--- config.mk ---
export PLATFORM = sky130hd
export DESIGN_NAME = ahb_fifo_write
export DESIGN_NICKNAME = d
export VERILOG_FILES = /design/src/rtl/ahb_fifo_write.sv
export SDC_FILE = /design/constraint.sdc
export NUM_CORES = 1
export LEC_CHECK = 0
export CAP_MARGIN = 30
export CORE_AREA = 10 10 54 56
export CTS_CLUSTER_SIZE = 10
export DETAILED_ROUTE_END_ITERATION = 10
export DIE_AREA = 0 0 64 66
export DONT_BUFFER_PORTS = 1
export GPL_TIMING_DRIVEN = 0
export MAX_ROUTING_LAYER = met4
export PLACE_DENSITY = 0.73
export SETUP_SLACK_MARGIN = 0.3
export SLEW_MARGIN = 10
export SYNTH_ARGS = -nofsm -noshare
export SYNTH_HDL_FRONTEND = slang
export SYNTH_SLANG_ARGS = --single-unit
--- constraint.sdc ---
create_clock -name TCK -period 3 [get_ports TCK]
set_clock_uncertainty 0.05 [all_clocks]
set_input_delay 0.9 -clock TCK [delete_from_list [all_inputs] [get_ports TCK]]
set_output_delay 0.9 -clock TCK [all_outputs]
set_load 0.02 [all_outputs]
--- src/rtl/ahb_fifo_write.sv ---
// ahb_fifo_write: JTAG data-register deserializer feeding a write FIFO.
// Frames shifted in on TDI during Shift-DR are framed as
// start(1), DATA_WIDTH payload bits LSB first, stop(0). A good frame produces
// one winc pulse carrying the payload. Frames that are dropped raise a sticky
// flag: overflow when the FIFO was full, frame_error when the stop bit was bad.
module ahb_fifo_write #(
    parameter int DATA_WIDTH = 8
) (
    input  logic                  TCK,
    input  logic                  n_rst,
    input  logic                  TDI,
    input  logic                  dr_shift,
    input  logic                  ahb_fifo_write_select,
    input  logic                  wfull,
    input  logic                  err_clear,
    output logic [DATA_WIDTH-1:0] wdata,
    output logic                  winc,
    output logic                  overflow,
    output logic                  frame_error
);

    localparam int CNT_W = $clog2(DATA_WIDTH + 1);
    localparam logic [CNT_W-1:0] LAST_BIT = CNT_W'(DATA_WIDTH - 1);

    localparam logic [1:0] IDLE = 2'd0;
    localparam logic [1:0] DATA = 2'd1;
    localparam logic [1:0] STOP = 2'd2;
    localparam logic [1:0] PUSH = 2'd3;

    logic [1:0]            state_q, state_d;
    logic [CNT_W-1:0]      cnt_q, cnt_d;
    logic [DATA_WIDTH-1:0] payload_q, payload_d;
    logic [DATA_WIDTH-1:0] wdata_q, wdata_d;
    logic                  overflow_q, overflow_d;
    logic                  frame_error_q, frame_error_d;
    logic                  overflow_set, frame_error_set;
    logic                  active;
    logic [DATA_WIDTH:0]   shift_in;

    // TDI only counts while our data register is the one being shifted.
    assign active   = dr_shift & ahb_fifo_write_select;
    // New bits enter at the MSB so an LSB-first stream lands in order.
    assign shift_in = {TDI, payload_q};

    // Next-state logic for the frame parser; inactive cycles freeze the frame.
    always_comb begin
        state_d         = state_q;
        cnt_d           = cnt_q;
        payload_d       = payload_q;
        wdata_d         = wdata_q;
        overflow_set    = 1'b0;
        frame_error_set = 1'b0;
        case (state_q)
            IDLE: begin
                if (active && TDI) begin
                    state_d = DATA;
                    cnt_d   = '0;
                end
            end
            DATA: begin
                if (active) begin
                    payload_d = shift_in[DATA_WIDTH:1];
                    cnt_d     = cnt_q + CNT_W'(1);
                    if (cnt_q == LAST_BIT) begin
                        state_d = STOP;
                    end
                end
            end
            STOP: begin
                if (active) begin
                    if (TDI) begin
                        // A 1 here is a broken stop bit, never a start bit.
                        frame_error_set = 1'b1;
                        state_d         = IDLE;
                    end else if (wfull) begin
                        overflow_set = 1'b1;
                        state_d      = IDLE;
                    end else begin
                        wdata_d = payload_q;
                        state_d = PUSH;
                    end
                end
            end
            PUSH: begin
                // Leave PUSH every time; a start bit here begins the next frame.
                if (active && TDI) begin
                    state_d = DATA;
                    cnt_d   = '0;
                end else begin
                    state_d = IDLE;
                end
            end
            default: begin
                state_d = IDLE;
            end
        endcase
    end

    // Sticky flags: a set in the same cycle as err_clear takes priority.
    always_comb begin
        overflow_d    = overflow_set    | (overflow_q    & ~err_clear);
        frame_error_d = frame_error_set | (frame_error_q & ~err_clear);
    end

    // State registers; reset discards any partially received frame.
    always_ff @(posedge TCK or negedge n_rst) begin
        if (!n_rst) begin
            state_q       <= IDLE;
            cnt_q         <= '0;
            payload_q     <= '0;
            wdata_q       <= '0;
            overflow_q    <= 1'b0;
            frame_error_q <= 1'b0;
        end else begin
            state_q       <= state_d;
            cnt_q         <= cnt_d;
            payload_q     <= payload_d;
            wdata_q       <= wdata_d;
            overflow_q    <= overflow_d;
            frame_error_q <= frame_error_d;
        end
    end

    // winc decodes the registered state only, so TDI never reaches it directly.
    assign winc        = (state_q == PUSH);
    assign wdata       = wdata_q;
    assign overflow    = overflow_q;
    assign frame_error = frame_error_q;

endmodule

==> impl_results.md <==
* Status: finished clean
* DRC violations left at 0
* Core ar. at 0.00190 mm²
* GPL Wtd Cong at 0.792
* Num CTS Buffers at 3
* Post_cts resized at 0
* Power per Cell Area at 957 mW/mm²
* Vias in the first global route at 638
* Syn Area/Cell at 12.7 µm²
* Sequence of cells on the critical path: ha_1
* Clock transition at path regs at 130 ps
* Grt ovf at 0
* Simple-gate share of the synthesized area at 8.63%
* Fin worst setup slack at 946 ps
* Multiplexer share of the synthesized area at 17.3%
* Combinational family with the most area after synthesis: multiplexers
* Antenna-violating nets left at 0
* Max Cap Viol at 0
* Worst setup EP type: output pin
* Hold Slack at 202 ps
* Post-Syn Area at 0.00110 mm²
* Max VDD drop at 0.000721 V
* Final Setup Violations at 0
* CP startpoint: state_q[0]$_DFFE_PN0P_
* Initial antenna violation count at 0
* Slew margin rel. at 61.9%
* CTS max path bufs at 2
* Final Hold Fails at 0
* Reg2reg path depth at 6
* Syn nets at 101
* Drt total wl at 1.78 mm
* Die Width at 64 µm
* Seq/Total Area, Yosys at 54.5%
* HP Class: input pin to asynchronous set/reset pin
* Routed len/inst at 15.0 µm
* Synth Area in Compound Gates at 9.53%
* First-pass GRT wire length at 2.82 mm
* Share of layout cells above drive strength 1 at 24.2%
* Final slew viol count at 0
* CP Max Fanout at 6
* Crit Path Class: flip-flop to output pin
* Syn Inst Count at 87
* Num ports at 18
* CP top delay family: flip-flops
* RSZ-0062 raised after global routing: false
* Drt first pass iters at 4
* Post-CTS Setup Bufs at 0
* Cell with the most instances after synthesis: dfrtp_1
* GR Util All Layers at 8.89%
* Synth cell count leaders: dfrtp_1, mux2_2, ha_1
* Worst-Skew Late Latency at 320 ps
* Worst-Margin Slew at 572 ps
* # H-tree levels at 1
* Via count at 648
* Initial Utilization at 58.0%
* Post-layout nets at 106
* Dpl hpwl at 1.37 mm
* Worst R2R Start: state_q[0]$_DFFE_PN0P_
* Ys flop type: dfrtp_1
* Row count at 16
* Dpl ws at 951 ps
* R2R Path End: state_q[1]$_DFFE_PN0P_
* Synth async-reset ratio at 100%
* DIE AREA at 0.00422 mm²
* Antenna cells at 0
* Starting DRT DRC Count at 14
* CP Buf/Inv Count at 0
* TritonCTS clock tree: built
* Fin crit share at 68.5%
* Critical-path top delay cell: dfrtp_1
* Root Buffer: clkbuf_4
* Leading area contributor after synthesis: dfrtp_1
* Crit path DAT at 1100 ps
* DR vias/cell at 5.49
* Clk sinks at 24
* Xor and xnor area share after synthesis at 0%
* Synth Area in Adders at 7.95%
* Area Growth Syn to Fin at 7.83%
* Setup tns final at 0 ps
* Worst reg2reg setup slack at 1050 ps
* F_max at 0.487 GHz
* Area contributors post-synth: dfrtp_1, mux2_2, ha_1
* Largest net degree at the start of global routing at 25
* Top cell type's share of synthesized area at 54.5%
* Hold buffer count at cts at 0
* EDFF count, synth at 0
* #FFs+latches synth at 24
* CP peak stage delay at 460 ps
* Worst EP required at 2050 ps
* Crit path launch type: flip-flop
* Leak at 0.571 nW
* Port Buf Inserts at 0
* Die height at 66 µm
* Ys Warns at 0
* Fin crit period at 2050 ps
* Netlist cell types at 24
-- state kept, by name, summed over array words and instances (netlist names) --
name and flops:
payload_q 8, cnt_q 4, overflow 1, state_q 2
wdata 8, frame_error 1
-- worst max-delay path by stage --
stage | cells after the start | endpoint | slack, ps
global route | 1 | winc | 850
finish | 1 | winc | 950
detailed placement | 4 | payload_q[7]$_DFFE_PN0P_ | 950
floorplan | 4 | payload_q[0]$_DFFE_PN0P_ | 1090
CTS | 1 | winc | 930
global placement | 4 | payload_q[1]$_DFFE_PN0P_ | 980
-- metal layers --
layer / vias up / track usage, % / share of wire (%)
met1: 315 / 9.04 / 42
li1: 317 / - / -
met5: - / - / 0
met4: 0 / 4.10 / 1.4
met3: 2 / 5.59 / 11
met2: 14 / 13.3 / 45
-- report_power, final --
part           leakage, nW  internal (mW)  switching, mW
sequential           0.309          0.432          0.122
combinational        0.234          0.184          0.168
clock               0.0279          0.135         0.0967
total                0.571          0.751          0.387
-- placed cells by master, fill, tap and decap left out, types with 2 or more instances in the layout --
cell and n:
dfrtp_1 24, a21oi_1 3, inv_1 5, o21ai_0 3, mux2_2 16, nor3_1 2, nand2_1 5, nand3_1 2
clkbuf_4 3, ha_1 7, a21o_1 2, a22o_1 4, nor2_1 2
-- cell type report --
| class | count | area, µm² |
|---|---|---|
| clock inverters | 1 | 30.0 |
| clock buffers | 3 | 22.5 |
| fillers | 161 | 713 |
| inverters | 5 | 18.8 |
| flip-flops and latches | 24 | 601 |
| multi-input cells | 57 | 478 |
| well taps | 27 | 33.8 |
| plain buffers | 1 | 5.00 |
-- through the flow --
step | util (%) | cells | instance area [µm²] | power (mW)
floorplan | - | 87 | 1100 | 0.840
global placement | 59.7 | 114 | 1140 | 0.901
detailed placement | 59.7 | 114 | 1140 | 0.919
CTS | 62.5 | 118 | 1190 | 1.15
global route | 62.5 | 118 | 1190 | 1.22
finish | 62.5 | 118 | 1190 | 1.14
-- cell families (layout without fill, tap and decap cells) --
logic type | count (synthesis) | after routing
multiplexers | 17 | 17
adder cells (fa/ha/maj) | 7 | 7
AND/OR/NAND/NOR | 18 | 18
flip-flops | 24 | 24
buffers and inverters | 6 | 10
AO/OA/AOI/OAI | 15 | 15
No activity file was read; power rests on OpenSTA's default activity.
